--- config.mk ---
export PLATFORM = sky130hd
export DESIGN_NAME = control
export DESIGN_NICKNAME = d
export VERILOG_FILES = /design/src/rtl/expr_pkg.sv /design/src/rtl/done_timer.sv /design/src/rtl/control.sv
export SDC_FILE = /design/constraint.sdc
export NUM_CORES = 1
export LEC_CHECK = 0
export CAP_MARGIN = 10
export CORE_AREA = 2 2 39 41
export CTS_BUF_LIST = sky130_fd_sc_hd__clkbuf_4 sky130_fd_sc_hd__clkbuf_8
export DETAILED_ROUTE_END_ITERATION = 16
export DIE_AREA = 0 0 41 43
export GPL_ROUTABILITY_DRIVEN = 0
export PLACE_DENSITY_LB_ADDON = 0.2
export SYNTH_ARGS = -nofsm -noshare
export SYNTH_HDL_FRONTEND = slang
export SYNTH_SLANG_ARGS = --single-unit
--- constraint.sdc ---
create_clock -name clk -period 2.4 [get_ports clk]
set_input_delay 0.48 -clock clk [delete_from_list [all_inputs] [get_ports clk]]
set_output_delay 0.48 -clock clk [all_outputs]
set_load 0.02 [all_outputs]
--- src/rtl/expr_pkg.sv ---
`default_nettype none
// ============================================================================
// Module      : expr_pkg
// Description : Shared encodings for the expression-solver controller and
//               datapath: FSM state codes, mux select codes, ALU op codes.
//               The linear-mode states exist in every build. They are only
//               reachable when EXPR_LINEAR_MODE_EN is defined.
// Revision    : 1.0 - initial release
// ============================================================================
package expr_pkg;

   // FSM state encoding
   localparam logic [3:0] ST_IDLE   = 4'd0;
   localparam logic [3:0] ST_LOAD_X = 4'd1;
   localparam logic [3:0] ST_MUL_AX = 4'd2;
   localparam logic [3:0] ST_ADD_B  = 4'd3;
   localparam logic [3:0] ST_MUL_SX = 4'd4;
   localparam logic [3:0] ST_ADD_C  = 4'd5;
   localparam logic [3:0] ST_DONE   = 4'd6;
   localparam logic [3:0] ST_MUL_BX = 4'd7;
   localparam logic [3:0] ST_ADD_SC = 4'd8;

   // M0: constant-operand select
   localparam logic [1:0] SEL0_Z  = 2'b00;
   localparam logic [1:0] SEL0_A  = 2'b01;
   localparam logic [1:0] SEL0_B  = 2'b10;
   localparam logic [1:0] SEL0_C  = 2'b11;

   // M1: ALU left operand select
   localparam logic [1:0] SEL1_M0 = 2'b00;
   localparam logic [1:0] SEL1_X  = 2'b01;
   localparam logic [1:0] SEL1_S  = 2'b10;
   localparam logic [1:0] SEL1_H  = 2'b11;

   // M2: ALU right operand select
   localparam logic [1:0] SEL2_X  = 2'b00;
   localparam logic [1:0] SEL2_M0 = 2'b01;
   localparam logic [1:0] SEL2_S  = 2'b10;
   localparam logic [1:0] SEL2_H  = 2'b11;

   // ALU operation
   localparam logic OP_ADD = 1'b0;
   localparam logic OP_MUL = 1'b1;

   // States whose closing edge latches an ALU result (overflow is tracked here)
   function automatic logic is_compute(input logic [3:0] st);
      return (st == ST_MUL_AX) || (st == ST_ADD_B) || (st == ST_MUL_SX) ||
             (st == ST_ADD_C)  || (st == ST_MUL_BX) || (st == ST_ADD_SC);
   endfunction

endpackage
`default_nettype wire

--- src/rtl/done_timer.sv ---
`default_nettype none
// ============================================================================
// Module      : done_timer
// Description : Down-counter that sets how long the controller stays in DONE.
//               It is loaded with DONE_CYCLES-1 when DONE is entered. The
//               counter decrements while DONE is active, and expire marks the
//               last DONE cycle.
// Ports       : clk    - system clock, rising edge
//               rst    - asynchronous active-low reset
//               load   - load counter (entry into DONE)
//               dec    - decrement (in DONE)
//               expire - counter is zero
// Revision    : 1.0 - initial release
// ============================================================================
module done_timer #(
   parameter int DONE_CYCLES = 1
) (
   input  logic clk,
   input  logic rst,
   input  logic load,
   input  logic dec,
   output logic expire
);

   localparam logic [3:0] C_LOAD_VAL = 4'(DONE_CYCLES - 1);

   logic [3:0] r_cnt;

   always_ff @(posedge clk or negedge rst) begin
      if (!rst) begin
         r_cnt <= 4'd0;
      end else if (load) begin
         r_cnt <= C_LOAD_VAL;
      end else if (dec && (r_cnt != 4'd0)) begin
         r_cnt <= r_cnt - 4'd1;
      end
   end

   assign expire = (r_cnt == 4'd0);

endmodule
`default_nettype wire

--- src/rtl/control.sv ---
`default_nettype none
// ============================================================================
// Module      : control
// Description : Sequencer for the expression-solver datapath. It evaluates
//               y = A*X^2 + B*X + C in Horner form: S=A*X; S=S+B; H=S*X;
//               H=H+C. Control outputs are a Moore decode of the state. ovf is
//               a sticky overflow flag that is cleared on an accepted start.
//               Optional macro EXPR_LINEAR_MODE_EN enables mode=1. That mode
//               runs the linear sequence S=B*X; H=S+C.
// Ports       : clk, rst(async, active-low), start, mode, zero, overflow (in)
//               LX/LS/LH register loads, H ALU op, M0/M1/M2 mux selects,
//               busy, done, ovf, res_zero (out)
// Revision    : 1.0 - initial release
// ============================================================================
module control
   import expr_pkg::*;
#(
   parameter int DONE_CYCLES = 1
) (
   input  logic       clk,
   input  logic       rst,
   input  logic       start,
   input  logic       mode,
   input  logic       zero,
   input  logic       overflow,
   output logic       LX,
   output logic       LS,
   output logic       LH,
   output logic       H,
   output logic [1:0] M0,
   output logic [1:0] M1,
   output logic [1:0] M2,
   output logic       busy,
   output logic       done,
   output logic       ovf,
   output logic       res_zero
);

   logic [3:0] r_state;
   logic [3:0] w_next;
   logic       r_ovf;
   logic       w_expire;
   logic       w_accept;

   assign w_accept = (r_state == ST_IDLE) && start;

`ifdef EXPR_LINEAR_MODE_EN
   // Mode is captured with start so that a mid-run change has no effect
   logic r_mode;

   always_ff @(posedge clk or negedge rst) begin
      if (!rst) begin
         r_mode <= 1'b0;
      end else if (w_accept) begin
         r_mode <= mode;
      end
   end
`else
   logic w_unused_mode;
   assign w_unused_mode = mode;
`endif

   // Next-state logic
   always_comb begin
      w_next = r_state;
      case (r_state)
         ST_IDLE:   if (start) w_next = ST_LOAD_X;
`ifdef EXPR_LINEAR_MODE_EN
         ST_LOAD_X: w_next = r_mode ? ST_MUL_BX : ST_MUL_AX;
         ST_MUL_BX: w_next = ST_ADD_SC;
         ST_ADD_SC: w_next = ST_DONE;
`else
         ST_LOAD_X: w_next = ST_MUL_AX;
`endif
         ST_MUL_AX: w_next = ST_ADD_B;
         ST_ADD_B:  w_next = ST_MUL_SX;
         ST_MUL_SX: w_next = ST_ADD_C;
         ST_ADD_C:  w_next = ST_DONE;
         ST_DONE:   if (w_expire) w_next = ST_IDLE;
         default:   w_next = ST_IDLE;
      endcase
   end

   always_ff @(posedge clk or negedge rst) begin
      if (!rst) begin
         r_state <= ST_IDLE;
      end else begin
         r_state <= w_next;
      end
   end

   // Sticky overflow flag. It accumulates only at the closing edge of compute states.
   always_ff @(posedge clk or negedge rst) begin
      if (!rst) begin
         r_ovf <= 1'b0;
      end else if (w_accept) begin
         r_ovf <= 1'b0;
      end else if (is_compute(r_state)) begin
         r_ovf <= r_ovf | overflow;
      end
   end

   done_timer #(
      .DONE_CYCLES (DONE_CYCLES)
   ) u_done_timer (
      .clk    (clk),
      .rst    (rst),
      .load   ((w_next == ST_DONE) && (r_state != ST_DONE)),
      .dec    (r_state == ST_DONE),
      .expire (w_expire)
   );

   // Moore output decode
   always_comb begin
      LX = 1'b0;
      LS = 1'b0;
      LH = 1'b0;
      H  = OP_ADD;
      M0 = SEL0_Z;
      M1 = SEL1_M0;
      M2 = SEL2_X;
      case (r_state)
         ST_LOAD_X: LX = 1'b1;
         ST_MUL_AX: begin
            M0 = SEL0_A; M1 = SEL1_M0; M2 = SEL2_X;  H = OP_MUL; LS = 1'b1;
         end
         ST_ADD_B: begin
            M0 = SEL0_B; M1 = SEL1_S;  M2 = SEL2_M0; H = OP_ADD; LS = 1'b1;
         end
         ST_MUL_SX: begin
            M1 = SEL1_S; M2 = SEL2_X; H = OP_MUL; LH = 1'b1;
         end
         ST_ADD_C: begin
            M0 = SEL0_C; M1 = SEL1_H;  M2 = SEL2_M0; H = OP_ADD; LH = 1'b1;
         end
`ifdef EXPR_LINEAR_MODE_EN
         ST_MUL_BX: begin
            M0 = SEL0_B; M1 = SEL1_M0; M2 = SEL2_X;  H = OP_MUL; LS = 1'b1;
         end
         ST_ADD_SC: begin
            M0 = SEL0_C; M1 = SEL1_S;  M2 = SEL2_M0; H = OP_ADD; LH = 1'b1;
         end
`endif
         default: ;
      endcase
   end

   assign busy     = (r_state != ST_IDLE);
   assign done     = (r_state == ST_DONE);
   assign ovf      = r_ovf;
   assign res_zero = done & zero;

endmodule
`default_nettype wire

After elaboration in Yosys (flattened, before gate mapping)
Index checks and enable logic that the tools add are counted.
{"block": "word_totals", "regBits": 9, "word_cells": 49, "out_inout_bits": 14}
{"block": "op_classes", "mux": 14, "reduce_logical": 19, "n_eq_ne": 10, "n_bitwise": 2, "n_addsub": 1}
{"cell": "case mux 4 bit (7 select lines)", "n": 1}
{"cell": "== test 4 x 3 -> 1 bit, second input constant", "n": 5}
{"cell": "2-to-1 mux 4 bit", "n": 4}
{"cell": "OR reduction 2 bit", "n": 5}
{"cell": "== test 4 x 2 -> 1 bit, second input constant", "n": 2}
{"cell": "logical NOT 4 bit", "n": 2}
{"cell": "nonzero test 4 bit", "n": 2}
{"cell": "2-to-1 mux 1 bit", "n": 7}
{"cell": "case mux 2 bit (3 select lines)", "n": 1}
{"cell": "logical OR 1 bit", "n": 5}
{"cell": "== test 4 x 1 -> 1 bit, second input constant", "n": 1}
{"cell": "== test 4 bit, second input constant", "n": 1}
{"cell": "!= test 4 x 3 -> 1 bit, second input constant", "n": 1}
{"cell": "case mux 2 bit (2 select lines)", "n": 1}
{"cell": "nonzero test 2 bit", "n": 2}
{"cell": "subtractor 4 x 1 -> 4 bit, second input constant", "n": 1}
{"cell": "logical AND 1 bit", "n": 3}
{"cell": "bitwise AND 1 bit", "n": 1}
{"cell": "OR 1 bit", "n": 1}

Logic depth before layout (Yosys ltp)
Gate-level depths: netlist of the first run.
{"block": "logic_depth", "ltp_word": 8, "depth_mapped": 6, "mapped_depth_nobuf": 6}

Cells and area by module
Synthesis of the first run repeated with hierarchy kept, for this count alone.
{"block": "unflattened", "cells_unflattened": 72, "hier_area_um2": 646.9}
{"module": "control", "cells_each": 48, "n_inst": 1, "area_each_um2": 399.1}
{"module": "done_timer", "cells_each": 24, "n_inst": 1, "area_each_um2": 247.7}

Worst setup path after synthesis of the first run
Ideal clock, no wire load.
{"block": "synth_timing", "kind": "reg-to-output", "from": "reg r_state[1]", "to": "out M2[0]", "arrival_ns": 1.513, "n_path_buf": 2, "required_time_ns": 1.920, "path_slack_ns": 0.407, "path_stages_with_launch": 5, "path_cell_list": "dfrtp_1 buf_2 xnor2_1 nor3b_1 buf_4"}
{"block": "synth_via", "elab_chain_len": 3, "elab_cells_between_ends": 4, "cone_classes": "eq/ne (2); mux (1); reduce/logical (1)"}
{"item": "start: declaration", "line_no": "control.sv:39", "text": "logic [3:0] r_state;"}
{"item": "start signal: assignment", "line_no": "control.sv:88", "text": "r_state <= w_next;"}
{"item": "== test 4 x 2 -> 1 bit or == test 4 x 3 -> 1 bit (tied branches)", "line_no": "control.sv:122", "text": "case (r_state)"}
{"item": "OR reduction 2 bit (no source line) (*)"}
{"item": "2-to-1 mux 1 bit (*)", "line_no": "control.sv:122"}
{"item": "end: declaration", "line_no": "control.sv:32", "text": "output logic [1:0] M2,"}
Mark *: on every way between the ends. The rest lies on a longest branch, timed or not.

Worst setup path in the final report of the first run
{"block": "layout_timing", "from": "reg r_state[1]", "to": "out busy"}
{"block": "layout_via", "elab_chain_len": 1}
{"item": "nonzero test 4 bit", "line_no": "control.sv:148", "text": "assign busy = (r_state != ST_IDLE);"}
{"item": "end: declaration", "line_no": "control.sv:33", "text": "output logic busy,"}
Every way passes these cells.

==> results_dict.tcl, run 1 <==
set metrics [dict create \
    cts_tree "yes" \
    ys_warn_count 0 \
    rows 14 \
    maxCapViolCount 0 \
    synth_seq_cells 9 \
    fin_setup_tns_ns 0 \
    drv_slew 0 \
    htree_num_levels 1 \
    via_count 503 \
    die_area_um2 1760 \
    grt_pass1_vias 434 \
    grt.met1_usage 0.231 \
    pre_cts_ws_ns 0.273 \
    finalCriticalPeriod_ns 2.31 \
    grt_max_degree 13 \
    drive_gt1_frac 0.155 \
    fmax_mhz 433 \
    globalRouteTotalUtil 0.162 \
    cpMaxStageDelayCell "or4_4" \
    pwr-share-comb 0.218 \
    ys_seq_area_frac 0.389 \
    placeableCoreArea_um2 1380 \
    cts_setup_buffers 0 \
    hold_class "primary input to asynchronous set/reset pin" \
    drtAntennaViolNets 0 \
    cts_hold_buf 0 \
    cts_buffers 3 \
    cts.sink_count 9 \
    clkTransAtPathRegs_ns 0.06 \
    dr.pass1.iters 4 \
    finClkSkew_ns 0.00904 \
    dieWidth_um 41 \
    vias_per_cell 5.03 \
    syn_avg_cell_area_um2 8.91 \
    mostFrequentLayoutCell "clkdlybuf4s50_1" \
    cp_slowest_stage_delay_ns 0.55 \
    report.final.hold_viol_count 0 \
    grt_pass1_wl_mm 1.86 \
    fp.dieH_um 43 \
    power_frac_seq 0.460 \
    status "completed" \
    synth.distinct_cells 31 \
    endpoint_kind "primary output" \
    drc 0 \
    use_met3 0.0471 \
    leakagePower_uw 0.000395 \
    irDropWorstVdd_uv 368 \
    finalCritPeriodShare 0.961 \
    power.switching_uw 100 \
    io_pins 20 \
    setup_viol 0 \
    p_per_area_nw_per_um2 478 \
    layout_common_cells "clkdlybuf4s50_1 (12), dfrtp_1 (6), nor3_1 (5), a21oi_1 (5), nor2_1 (5)" \
    crit_family "simple AND/OR/NAND/NOR gates" \
    antenna_found_initial 0 \
    area_growth_pct 37.8 \
    power.internal_uw 281 \
    overflow 0 \
    wl_per_cell_um 11.3 \
    post-route-util 0.577 \
    p_clk_frac 0.321 \
    p_sw_frac 0.262 \
    clk_latency_ns 0.26 \
    cts_max_path_buffers 2 \
    first_iter_violations 8 \
    cp_data_arrival_time_ns 1.83 \
    path_class "flop to primary output" \
    syn_area_um2 579 \
    path_buf_inv 1 \
    routed_wl_mm 1.13 \
    total_power_uw 382 \
    crit_path_start_kind "flop" \
    ys.flop_type "dfrtp_1" \
    portBuffers 17 \
    grt.busiest_layer "met1" \
    diodes 0 \
    cts-root-buf "clkbuf_4" \
    path_cells "or4_4 > clkdlybuf4s50_1" \
    path_max_fanout 10 \
    synth_edf_count 0 \
    fin_ws_ns 0.0925 \
    initial_utilization 0.419 \
    num-nets-final 93 \
    use_met2 0.209 \
    rsz0062_at_grt "no" \
    cp.required_ns 1.92 \
    synthesis.instances 65 \
    async_flop_share 1.00 \
]
## area by class of cell
type	instances	area (um^2)
Clock buffer	4	30.0
Multi-Input combinational cell	47	303
Sequential cell	9	229
Fill cell	136	586
Inverter	4	15.0
Tap cell	16	20.0
Timing Repair Buffer	20	201
## timing repair
item / 4_1_cts / 5_1_grt
gates resized for setup: 1 / 7
setup endpoints to repair: 1 / 5
gates cloned: 0 / 0
## registers in the layout, summed over array words and instances, names as in the netlist
| name | flops |
|---|---|
| ovf | 1 |
| r_state | 4 |
| u_done_timer.r_cnt | 4 |
## per-layer routing
metal / vias up / wire [um] / part of all wire
met2: 16 / 501 / 0.44
met1: 226 / 544 / 0.48
met5: - / 0 / 0
met4: 0 / 15 / 0.013
met3: 2 / 70 / 0.062
li1: 259 / - / -
## through the flow
stage / hold WS, ns / instances / area [um^2]
floorplan: 0.184 / 66 / 583
global placement: 0.520 / 96 / 756
detailed placement: 0.525 / 96 / 756
CTS: 0.537 / 100 / 785
global route: 0.565 / 100 / 798
finish: 0.524 / 100 / 798
## cells in the mapped netlist, drive strengths merged, types with 2 or more instances
cell    instances  area [um^2]
dfrtp           9          225
a21oi           5         25.0
buf             5         36.3
nor2            5         18.8
nor3            5         25.0
inv             4         15.0
nand2           4         15.0
nor3b           3         22.5
xnor2           3         26.3
ha              2         25.0
nand2b          2         12.5
or2             2         12.5
## power groups by stage
stage	combinational, uW	sequential [uW]	clock (uW)
2_1_floorplan	54.1	174	0
6_report	83.3	176	123
4_1_cts	84.5	175	128
3_5_place_dp	84.9	177	0
3_3_place_gp	84.5	177	0
5_1_grt	91.1	178	139
## path summary, 6_finish.rpt
| kind | from | endpoint | slack (ns) | cells past startpoint |
|---|---|---|---|---|
| max reg2reg | u_done_timer.r_cnt[0] | u_done_timer.r_cnt[1] | 0.82 | 5 |
| min | rst | u_done_timer.r_cnt[3] | 0.52 | 1 |
| max | r_state[1] | busy | 0.09 | 2 |
| min reg2reg | ovf | ovf | 0.53 | 1 |
| min in group clk | ovf | ovf | 0.53 | 1 |
| max in group asynchronous | rst | r_state[2] | 1.55 | 1 |
## cell families after synthesis
| family | count (synthesis) | share of synthesized area |
|---|---|---|
| xor+xnor | 3 | 0.0454 |
| buf+inv | 10 | 0.0950 |
| other cells | 1 | 0.00647 |
| flops | 9 | 0.389 |
| fa+ha+maj | 2 | 0.0432 |
| simple gates | 30 | 0.311 |
| compound gates | 10 | 0.110 |
## worst register-to-register path: cells and delay by family (launching register included)
| kind | cells | cell delay (ns) |
|---|---|---|
| flip-flops | 1 | 0.40 |
| buffers and inverters | 1 | 0.09 |
| adder cells (fa/ha/maj) | 1 | 0.15 |
| AND/OR/NAND/NOR | 2 | 0.59 |
| AO/OA/AOI/OAI | 1 | 0.24 |
No activity file was read; power rests on OpenSTA's default activity.
==> inputs of run 2 (changes only) <==
Settings changed: PLACE_DENSITY_LB_ADDON 0.2 to 0.3, SKIP_CTS_REPAIR_TIMING from default to 1.
==> run 2 against run 1 <==
  * Non-clock buffer count down 2
  * Register-to-register slack worse by 0.04 ns
  * Final area down 1.6%
  * Final cell count down 2.0%
  * Critical path depth unchanged
  * Highest routed layer unchanged
  * Count of clock-buffer cells in the layout down 1
  * Clock power down 5%
  * Maximum frequency down 1.1%
  * Via count down 1.4%
  * First-iteration DRC count down 63%
  * Largest power group unchanged
==> results_dict.tcl, run 2 (synthesized netlist as in run 1, its figures left out) <==
set metrics [dict create \
    endpoint_kind "primary output" \
    setup_viol 0 \
    fp.dieH_um 43 \
    whs_ns 0.507 \
    p_per_area_nw_per_um2 477 \
    portBuffers 17 \
    rows 14 \
    hold_class "primary input to asynchronous set/reset pin" \
    rsz0062_at_grt "no" \
    crit_path_start_kind "flop" \
    io_pins 20 \
    dr.pass1.iters 2 \
    irDropWorstVdd_uv 363 \
    post-route-util 0.568 \
    clkTransAtPathRegs_ns 0.07 \
    grt_pass1_vias 458 \
    maxCapViolCount 0 \
    cts.sink_count 9 \
    diodes 0 \
    path_class "flop to primary output" \
    globalRouteTotalUtil 0.160 \
    routed_wl_mm 1.15 \
    drive_gt1_frac 0.159 \
    leakagePower_uw 0.000360 \
    finClkSkew_ns 0.00263 \
    fin_setup_tns_ns 0 \
    drv_slew 0 \
    cp.required_ns 1.92 \
    dieWidth_um 41 \
    clk_latency_ns 0.26 \
    fmax_mhz 428 \
    area_growth_pct 35.6 \
    drtAntennaViolNets 0 \
    report.final.hold_viol_count 0 \
    num-nets-final 91 \
    via_count 496 \
    wl_per_cell_um 11.7 \
    path_max_fanout 13 \
    initial_utilization 0.419 \
    cts-root-buf "clkbuf_4" \
    die_area_um2 1760 \
    vias_per_cell 5.06 \
    placeableCoreArea_um2 1380 \
    pre_cts_ws_ns 0.202 \
    hpwl_um 867 \
    grt_pass1_wl_mm 1.93 \
    finalCritPeriodShare 0.973 \
    finalCriticalPeriod_ns 2.33 \
    htree_num_levels 1 \
    grt_max_degree 15 \
    mostFrequentLayoutCell "clkdlybuf4s50_1" \
    cts_buffers 3 \
    first_iter_violations 3 \
    overflow 0 \
    fin_ws_ns 0.0657 \
    cts_max_path_buffers 2 \
    cts_tree "yes" \
    layout_common_cells "clkdlybuf4s50_1 (14), a21oi_1 (5), nor2_1 (5), dfrtp_1 (5)" \
    drc 0 \
    status "completed" \
    antenna_found_initial 0 \
    cp_data_arrival_time_ns 1.85 \
]
-- run 2: per-stage QoR --
step	cell area, um^2	cells	total power (uW)
finish	786	98	375
global placement	741	94	258
floorplan	583	66	228
detailed placement	741	94	259
global route	786	98	390
CTS	768	98	378
-- run 2: area by class of cell --
type                    count  area [um^2]
flip-flops and latches      9          230
clock inverters             1         5.00
multi-input cells          47          308
repair buffers             18          185
well taps                  16         20.0
clock buffers               3         22.5
fillers                   136          598
inverters                   4         15.0
-- run 2: where the power goes --
part	leakage [uW]	internal (uW)	switching, uW	total, uW
sequential	0.000115	161	17.2	178
combinational	0.000227	43.2	35.7	78.9
clock	0.0000177	61.5	55.9	117
-- run 2: worst paths after layout --
check | from | to | slack, ns | depth (start not counted)
worst max-delay path | r_state[1] | busy | 0.07 | 2
worst min-delay path | rst | u_done_timer.r_cnt[1] | 0.51 | 1
worst max register to register | u_done_timer.r_cnt[0] | u_done_timer.r_cnt[1] | 0.78 | 5
worst min register to register | ovf | ovf | 0.54 | 1
max in group asynchronous | rst | r_state[1] | 1.59 | 1
min in group clk | ovf | ovf | 0.54 | 1
-- run 2: routing by layer --
layer | vias up | share of wire | GRT usage
met5 | - | 0 | 0
met4 | 0 | 0.010 | 0.100
met3 | 2 | 0.042 | 0.0157
met2 | 13 | 0.49 | 0.247
met1 | 227 | 0.45 | 0.203
li1 | 254 | - | -
-- run 2: worst max-delay path, cell delays in order (launching register included) --
cell and delay (ns):
dfrtp_2 0.49, or4_4 0.56, clkdlybuf4s50_1 0.55
